--- config.mk ---
export PLATFORM = sky130hd
export DESIGN_NAME = shift_issue_stage_flat
export DESIGN_NICKNAME = d
export VERILOG_FILES = /design/src/rtl/shift_issue_stage_if.sv /design/src/rtl/shift_issue_stage.sv /design/src/flat_wrapper.sv
export SDC_FILE = /design/constraint.sdc
export NUM_CORES = 1
export LEC_CHECK = 0
export CORE_ASPECT_RATIO = 1.1
export CORE_MARGIN = 10
export CORE_UTILIZATION = 41
export DETAILED_ROUTE_END_ITERATION = 10
export PLACE_DENSITY = 0.9
export RECOVER_POWER = 25
export SLEW_MARGIN = 20
export SYNTH_ARGS = -nofsm -noshare
export SYNTH_HDL_FRONTEND = slang
export SYNTH_SLANG_ARGS = --single-unit
--- constraint.sdc ---
create_clock -name clk -period 4.35 [get_ports clk]
set_input_delay 0.6525 -clock clk [delete_from_list [all_inputs] [get_ports clk]]
set_output_delay 0.6525 -clock clk [all_outputs]
set_load 0.02 [all_outputs]
--- src/rtl/shift_issue_stage_if.sv ---
// Bundles the three handshake groups of the shift issue stage: instruction in,
// shifter drive/return, and the write-back entry out.
interface shift_issue_stage_if #(
   parameter int DATA_W = 32
);
   logic              in_valid;
   logic              in_ready;
   logic [5:0]        in_funct;
   logic [4:0]        in_shamt;
   logic [DATA_W-1:0] in_rs;
   logic [DATA_W-1:0] in_rt;
   logic [4:0]        in_rd;

   logic [DATA_W-1:0] sh_operand;
   logic [5:0]        sh_amt;
   logic [5:0]        sh_v_amt;
   logic [2:0]        sh_cont;
   logic [DATA_W-1:0] sh_result;

   logic              out_valid;
   logic              out_ready;
   logic [DATA_W-1:0] out_result;
   logic [4:0]        out_rd;
   logic              out_we;
   logic              out_illegal;

   // Upstream/environment side
   modport master (
      output in_valid, in_funct, in_shamt, in_rs, in_rt, in_rd,
      input  in_ready,
      input  sh_operand, sh_amt, sh_v_amt, sh_cont,
      output sh_result,
      input  out_valid, out_result, out_rd, out_we, out_illegal,
      output out_ready
   );

   // Stage side
   modport slave (
      input  in_valid, in_funct, in_shamt, in_rs, in_rt, in_rd,
      output in_ready,
      output sh_operand, sh_amt, sh_v_amt, sh_cont,
      input  sh_result,
      output out_valid, out_result, out_rd, out_we, out_illegal,
      input  out_ready
   );
endinterface

--- src/rtl/shift_issue_stage.sv ---
// Two-stage issue/write-back pipeline around an external combinational shifter.
// Define SHIFT_ISSUE_STATS_EN to add retired/stall counters (stat_retired, stat_stall).
module shift_issue_stage #(
   parameter int DATA_W = 32,
   parameter int STAT_W = 16
) (
   input  logic              clk,
   input  logic              reset,
`ifdef SHIFT_ISSUE_STATS_EN
   output logic [STAT_W-1:0] stat_retired,
   output logic [STAT_W-1:0] stat_stall,
`endif
   shift_issue_stage_if.slave bus
);

   localparam logic [2:0] CONT_NULL = 3'b100;

   logic              s1_valid_q, s1_valid_d;
   logic [2:0]        s1_cont_q, s1_cont_d;
   logic [4:0]        s1_shamt_q, s1_shamt_d;
   logic [4:0]        s1_vamt_q, s1_vamt_d;
   logic [DATA_W-1:0] s1_rt_q, s1_rt_d;
   logic [4:0]        s1_rd_q, s1_rd_d;
   logic              s1_ill_q, s1_ill_d;

   logic              s2_valid_q, s2_valid_d;
   logic [DATA_W-1:0] s2_result_q, s2_result_d;
   logic [4:0]        s2_rd_q, s2_rd_d;
   logic              s2_ill_q, s2_ill_d;

   logic              s1_adv;
   logic              in_fire;
   logic              out_fire;
   logic [2:0]        dec_cont;
   logic              dec_ill;

   // Only rs[4:0] is a shift amount; the rest of rs is deliberately dropped.
   logic unused_rs_hi;
   assign unused_rs_hi = ^bus.in_rs[DATA_W-1:5];

   assign out_fire     = s2_valid_q && bus.out_ready;
   assign s1_adv       = s1_valid_q && (!s2_valid_q || bus.out_ready);
   assign bus.in_ready = !s1_valid_q || s1_adv;
   assign in_fire      = bus.in_valid && bus.in_ready;

   always_comb begin
      dec_cont = CONT_NULL;
      dec_ill  = 1'b1;
      case (bus.in_funct)
         6'b000000: begin dec_cont = 3'b000; dec_ill = 1'b0; end
         6'b000010: begin dec_cont = 3'b010; dec_ill = 1'b0; end
         6'b000011: begin dec_cont = 3'b110; dec_ill = 1'b0; end
         6'b000100: begin dec_cont = 3'b001; dec_ill = 1'b0; end
         6'b000110: begin dec_cont = 3'b011; dec_ill = 1'b0; end
         6'b000111: begin dec_cont = 3'b111; dec_ill = 1'b0; end
         default:   begin dec_cont = CONT_NULL; dec_ill = 1'b1; end
      endcase
   end

   always_comb begin
      s1_valid_d  = s1_valid_q;
      s1_cont_d   = s1_cont_q;
      s1_shamt_d  = s1_shamt_q;
      s1_vamt_d   = s1_vamt_q;
      s1_rt_d     = s1_rt_q;
      s1_rd_d     = s1_rd_q;
      s1_ill_d    = s1_ill_q;
      s2_valid_d  = s2_valid_q;
      s2_result_d = s2_result_q;
      s2_rd_d     = s2_rd_q;
      s2_ill_d    = s2_ill_q;

      if (in_fire) begin
         s1_valid_d = 1'b1;
         s1_cont_d  = dec_cont;
         s1_shamt_d = bus.in_shamt;
         s1_vamt_d  = bus.in_rs[4:0];
         s1_rt_d    = bus.in_rt;
         s1_rd_d    = bus.in_rd;
         s1_ill_d   = dec_ill;
      end else if (s1_adv) begin
         s1_valid_d = 1'b0;
      end

      // A refill on the same edge as a drain keeps the entry valid with new data.
      if (s1_adv) begin
         s2_valid_d  = 1'b1;
         s2_result_d = bus.sh_result;
         s2_rd_d     = s1_rd_q;
         s2_ill_d    = s1_ill_q;
      end else if (out_fire) begin
         s2_valid_d = 1'b0;
      end
   end

   always_ff @(posedge clk or posedge reset) begin
      if (reset) begin
         s1_valid_q  <= 1'b0;
         s1_cont_q   <= 3'b000;
         s1_shamt_q  <= 5'd0;
         s1_vamt_q   <= 5'd0;
         s1_rt_q     <= '0;
         s1_rd_q     <= 5'd0;
         s1_ill_q    <= 1'b0;
         s2_valid_q  <= 1'b0;
         s2_result_q <= '0;
         s2_rd_q     <= 5'd0;
         s2_ill_q    <= 1'b0;
      end else begin
         s1_valid_q  <= s1_valid_d;
         s1_cont_q   <= s1_cont_d;
         s1_shamt_q  <= s1_shamt_d;
         s1_vamt_q   <= s1_vamt_d;
         s1_rt_q     <= s1_rt_d;
         s1_rd_q     <= s1_rd_d;
         s1_ill_q    <= s1_ill_d;
         s2_valid_q  <= s2_valid_d;
         s2_result_q <= s2_result_d;
         s2_rd_q     <= s2_rd_d;
         s2_ill_q    <= s2_ill_d;
      end
   end

   assign bus.sh_operand  = s1_rt_q;
   assign bus.sh_amt      = {1'b0, s1_shamt_q};
   assign bus.sh_v_amt    = {1'b0, s1_vamt_q};
   assign bus.sh_cont     = s1_valid_q ? s1_cont_q : CONT_NULL;

   assign bus.out_valid   = s2_valid_q;
   assign bus.out_result  = s2_result_q;
   assign bus.out_rd      = s2_rd_q;
   assign bus.out_illegal = s2_ill_q;
   assign bus.out_we      = s2_valid_q && !s2_ill_q && (s2_rd_q != 5'd0);

`ifdef SHIFT_ISSUE_STATS_EN
   logic [STAT_W-1:0] stat_retired_q, stat_retired_d;
   logic [STAT_W-1:0] stat_stall_q, stat_stall_d;

   always_comb begin
      stat_retired_d = stat_retired_q;
      stat_stall_d   = stat_stall_q;
      if (out_fire) begin
         stat_retired_d = stat_retired_q + 1'b1;
      end
      if (s2_valid_q && !bus.out_ready) begin
         stat_stall_d = stat_stall_q + 1'b1;
      end
   end

   always_ff @(posedge clk or posedge reset) begin
      if (reset) begin
         stat_retired_q <= '0;
         stat_stall_q   <= '0;
      end else begin
         stat_retired_q <= stat_retired_d;
         stat_stall_q   <= stat_stall_d;
      end
   end

   assign stat_retired = stat_retired_q;
   assign stat_stall   = stat_stall_q;
`else
   // Counter width only matters when the statistics are built in.
   localparam int unused_stat_w = STAT_W;
`endif

endmodule

--- src/flat_wrapper.sv ---
// flat-port wrapper written by rule: the top's interface ports become plain ports
module shift_issue_stage_flat 
#(
   parameter int DATA_W = 32,
   parameter int STAT_W = 16
)
  (clk, reset, bus_in_valid, bus_in_funct, bus_in_shamt, bus_in_rs, bus_in_rt, bus_in_rd, bus_in_ready, bus_sh_operand, bus_sh_amt, bus_sh_v_amt, bus_sh_cont, bus_sh_result, bus_out_valid, bus_out_result, bus_out_rd, bus_out_we, bus_out_illegal, bus_out_ready);
  shift_issue_stage_if #(.DATA_W(DATA_W)) bus_i ();
  input  logic clk;
  input  logic reset;
  input wire logic [$bits(bus_i.in_valid)-1:0] bus_in_valid;
  input wire logic [$bits(bus_i.in_funct)-1:0] bus_in_funct;
  input wire logic [$bits(bus_i.in_shamt)-1:0] bus_in_shamt;
  input wire logic [$bits(bus_i.in_rs)-1:0] bus_in_rs;
  input wire logic [$bits(bus_i.in_rt)-1:0] bus_in_rt;
  input wire logic [$bits(bus_i.in_rd)-1:0] bus_in_rd;
  output wire logic [$bits(bus_i.in_ready)-1:0] bus_in_ready;
  output wire logic [$bits(bus_i.sh_operand)-1:0] bus_sh_operand;
  output wire logic [$bits(bus_i.sh_amt)-1:0] bus_sh_amt;
  output wire logic [$bits(bus_i.sh_v_amt)-1:0] bus_sh_v_amt;
  output wire logic [$bits(bus_i.sh_cont)-1:0] bus_sh_cont;
  input wire logic [$bits(bus_i.sh_result)-1:0] bus_sh_result;
  output wire logic [$bits(bus_i.out_valid)-1:0] bus_out_valid;
  output wire logic [$bits(bus_i.out_result)-1:0] bus_out_result;
  output wire logic [$bits(bus_i.out_rd)-1:0] bus_out_rd;
  output wire logic [$bits(bus_i.out_we)-1:0] bus_out_we;
  output wire logic [$bits(bus_i.out_illegal)-1:0] bus_out_illegal;
  input wire logic [$bits(bus_i.out_ready)-1:0] bus_out_ready;
  assign bus_i.in_valid = bus_in_valid;
  assign bus_i.in_funct = bus_in_funct;
  assign bus_i.in_shamt = bus_in_shamt;
  assign bus_i.in_rs = bus_in_rs;
  assign bus_i.in_rt = bus_in_rt;
  assign bus_i.in_rd = bus_in_rd;
  assign bus_in_ready = bus_i.in_ready;
  assign bus_sh_operand = bus_i.sh_operand;
  assign bus_sh_amt = bus_i.sh_amt;
  assign bus_sh_v_amt = bus_i.sh_v_amt;
  assign bus_sh_cont = bus_i.sh_cont;
  assign bus_i.sh_result = bus_sh_result;
  assign bus_out_valid = bus_i.out_valid;
  assign bus_out_result = bus_i.out_result;
  assign bus_out_rd = bus_i.out_rd;
  assign bus_out_we = bus_i.out_we;
  assign bus_out_illegal = bus_i.out_illegal;
  assign bus_i.out_ready = bus_out_ready;
  shift_issue_stage #(.DATA_W(DATA_W), .STAT_W(STAT_W)) u_core (.clk(clk), .reset(reset), .bus(bus_i));
endmodule
Word-level counts from Yosys, hierarchy flattened
Cells that the tools add are included.

Register bits after elaboration: 91. Input bits: 116. Output and inout port bits: 88. Logic and storage cells: 38.

Equal/unequal tests: 5. Mux-type cells: 7. Reductions and logical operators: 15.

Operator list (count): 6-bit by 3-bit equality test with 1-bit output, second input constant (3); 3-bit case mux with 6 select lines (1); 6-bit by 2-bit equality test with 1-bit output, second input constant (2); 6-bit zero test (1); 6-bit OR reduction (1); 1-bit logical AND (5); 1-bit 2-to-1 mux (5); 5-bit nonzero test (1); 2-bit nonzero test (2); 1-bit zero test (3); 3-bit 2-to-1 mux (1); 1-bit logical OR (2).

Longest topological paths before layout
Depth after elaboration: 6. Mapped depth: 5. Depth with buffers taken out: 3.

Least setup slack after synthesis
No wires, ideal clock.

Kind: register -> output. Start: register u_core.s2_rd_q[0], in the netlist u_core.bus.out_rd[0]. End: output port bus_out_we. Arrival: 1.158 ns. Data required time: 3.697 ns. Slack: 2.539 ns. Stages on the path, launching flop included: 4. Buffers on the path: 0. Cells stage by stage: dfrtp_1 > or4_1 > nor2_1 > nor3b_1.

Cells in the longest elaborated chain, start to end: 2.

RTL lines: from (decl) (line shift_issue_stage.sv:28) `logic [4:0] s2_rd_q, s2_rd_d;`; from (signal assigned) (line shift_issue_stage.sv:119) `s2_rd_q <= s2_rd_d;`; 5-bit nonzero test (line shift_issue_stage.sv:133) `assign bus.out_we = s2_valid_q && !s2_ill_q && (s2_rd_q != 5'd0);`; 1-bit logical AND (line shift_issue_stage.sv:133); to (decl) (line flat_wrapper.sv:26) `output wire logic [$bits(bus_i.out_we)-1:0] bus_out_we;`.

Every way passes these cells.

Final worst setup path
Start: input port bus_out_ready. End: output port bus_in_ready.

Cells in the longest elaborated chain, start to end: 3.

RTL lines: from (decl) (line flat_wrapper.sv:28) `input wire logic [$bits(bus_i.out_ready)-1:0] bus_out_ready;`; 1-bit logical OR (line shift_issue_stage.sv:42) `assign s1_adv = s1_valid_q && (!s2_valid_q || bus.out_ready);`; 1-bit logical AND (line shift_issue_stage.sv:42); 1-bit logical OR (line shift_issue_stage.sv:43) `assign bus.in_ready = !s1_valid_q || s1_adv;`; to (decl) (line flat_wrapper.sv:17) `output wire logic [$bits(bus_i.in_ready)-1:0] bus_in_ready;`.

Every way passes these cells.

==> reports/results.txt <==
status: finished with violations
violated checks: max-capacitance violations, max-slew violations
Post CTS Setup Buffer Count: 0
FP Rows: 35
Max Clock Freq: 348 MHz
Post-Syn Instances: 212
Hold Startpoint: u_core.s1_cont_q[1]
Yosys warning count: 0
global route total overflow: 0
Largest stage delay, worst path: 0.66 ns
Tmin final: 2.87 ns
Final Hold Violating Endpoints: 0
H-tree levels: 3
Die Height: 118 um
clock share of power: 22.8%
Slew headroom: -36.2%
switching pwr: 0.000653 W
PortBufs: 174
DR DRC count: 0
Total Wirelength: 9140 um
first-pass GRT wire length: 14300 um
Worst Hold Depth: 1
crit path DAT: 2.22 ns
clock skew: 0.0105 ns
Layout Nets: 506
Pint: 0.00163 W
Clock Latency Late Sink: 0.34 ns
Detail Placement HPWL: 7310 um
GR peak layer: met2
Worst Setup End Kind: output port
worst-path fanout max: 8
vias in the first global route: 2657
final setup vio count: 0
Die ar.: 0.0128 mm2
post_cts resized: 0
Leakage: 2.31 nW
Worst Hold Path EP: u_core.s1_cont_q[1]
Pins Over Slew Limit: 49
gpl congestion: 0.769
CTS Buffer Depth: 2
worst r2r src: u_core.s1_valid_q
met2 usage: 23.9%
prevailing post-synth register cell: dfrtp_1
Buf/Inv on CP: 2
Async S/R FF share, synth: 100%
pre-CTS WS: 1.73 ns
largest net degree at the start of global routing: 50
Mean Syn Cell Area: 16.8 um2
Tot Pwr: 0.00229 W
Starting Density: 42.3%
RSZ-0062 raised after global routing: no
via-per-instance ratio: 4.67
area occupied by multi-input gates: 0.00115 mm2
M1 GR Usage: 15.6%
CP max-delay cell: clkdlybuf4s50_1
GRT Overall Usage: 14.1%
worst min path class: flop to flop
Syn Std Cell Area: 0.00356 mm2
Area growth, synth to finish: 54.9%
combinational fraction of design power: 31.4%
maximum capacitance violations: 1
CTS tree: built
Reg2Reg Setup Slack: 2.46 ns
synth top area cells: dfrtp_1, mux2_2, mux2_4, mux2_1, buf_4
PnR worst setup slack: 1.48 ns
switching part of the total: 28.6%
Post-synth EDFFs: 0
total core area: 0.00841 mm2
synth cell count leaders: dfrtp_1, mux2_2, mux2_4
Total Neg Setup Slack: 0 ns
Seq cells post-synth: 91
startpoint types: primary input
final worst-path cycle share: 66.0%
Worst EP required: 3.70 ns
power per cell area: 415 mW/mm2
1st-pass router iterations: 4
reg-to-reg endpoint: u_core.s1_rd_q[2]
Clock Pin Slew Worst Setup and Hold Paths: 0.08 ns
# IOs: 204
clock root buffer: clkbuf_8
Synth cell types: 25
register area: 0.00228 mm2
TritonCTS Sinks: 91
most frequent cell after synthesis: dfrtp_1
# diodes: 0
vias: 2348
clock buffer count from CTS: 9
initial antenna violation count: 0
die extent in x: 109 um
post-route ant nets: 0
sequential area share after synthesis: 64.0%
Reg2Reg Depth: 3
family with the most delay on the worst path: buffers and inverters
Worst VDD drop: 232 uV
Avg WL per Cell: 18.2 um
Synth top area share: 64.0%
Synth area leader: dfrtp_1
layout cells sized above 1: 25.5%
critical path, cell by cell: dlygate4sd3_1 > nand3b_1 > clkdlybuf4s50_1
met3 track demand over resource: 5.81%
Tightest Pin Transition: 2.03 ns
crit path kind: primary input to output port
FILL cells: 632
DRT iter0 DRCs: 26
Hold Buf Count CTS: 0
Reg power frac: 45.8%
-- logic make-up (layout without fill, tap and decap cells) --
family / Yosys count / count (layout) / share of synthesized area, %
other cells: 1 / 2 / 0.105
buf+inv: 13 / 192 / 3.34
compound gates: 5 / 5 / 0.985
simple gates: 16 / 16 / 3.31
flops: 91 / 91 / 64.0
mux: 86 / 86 / 28.3
-- per-stage QoR --
step	hold slack, ns	util (%)	cells	instance area [um2]
floorplan	0.441	-	213	3560
global placement	0.460	63.7	490	5360
detailed placement	0.468	63.7	490	5360
CTS	0.487	65.7	503	5520
global route	0.493	65.6	503	5510
finish	0.480	65.6	503	5510
-- cell type report --
cell class                 instances  share of cell area, %
timing repair buffer             177                   32.0
tap                              111                   2.52
clock inverter                     4                  0.817
sequential                        91                   41.3
clock buffer                       9                   2.25
multi-input combinational        109                   20.9
inverter                           2                  0.159
-- power groups by stage --
stage	clock [W]	sequential, W	combinational, W
floorplan	0	0.00121	0.000201
global placement	0	0.00106	0.000719
detailed placement	0	0.00107	0.000731
CTS	0.000543	0.00105	0.000733
global route	0.000579	0.00106	0.000757
finish	0.000522	0.00105	0.000717
-- per-layer routing --
metal,up-vias,wire (um)
li1,1090,-
met1,1147,3550
met2,104,4560
met3,7,966
met4,0,63
met5,-,0
-- cell usage in the layout (no fill, tap or decap), types with 2 or more instances in the layout --
master and n:
clkdlybuf4s50_1 172, dfrtp_1 91, mux2_2 72, mux2_4 10, clkbuf_8 9, nand2b_1 5
mux2_1 4, clkinv_2 3, buf_4 3, and2_1 2, a21oi_1 2, a41oi_1 2
conb_1 2, dlygate4sd3_1 2
-- state kept, by name, indices dropped and copies added, names as in the netlist --
register,flops
u_core.bus.out_result,32
u_core.bus.out_valid,1
u_core.s1_ill_q,1
u_core.s1_rd_q,5
u_core.bus.out_illegal,1
u_core.bus.out_rd,5
u_core.bus.sh_operand,32
u_core.s1_cont_q,3
u_core.s1_vamt_q,5
u_core.s1_valid_q,1
u_core.s1_shamt_q,5
-- worst max-delay path by stage --
stage	start	to	cells past startpoint	slack, ns
global placement	bus_out_ready	bus_in_ready	3	1.74
finish	bus_out_ready	bus_in_ready	3	1.48
detailed placement	bus_out_ready	u_core.bus.out_result[9]	5	1.73
global route	bus_out_ready	bus_in_ready	3	1.39
CTS	u_core.bus.out_rd[0]	bus_out_we	4	1.70
floorplan	reset	u_core.bus.out_illegal	1	1.33
-- worst register-to-register path, cell delays in order, from the launching register on --
cell	delay [ns]
dfrtp_1	0.41
nand3b_1	0.30
nand2_4	0.63
mux2_2	0.44
No activity file was read; power rests on OpenSTA's default activity.
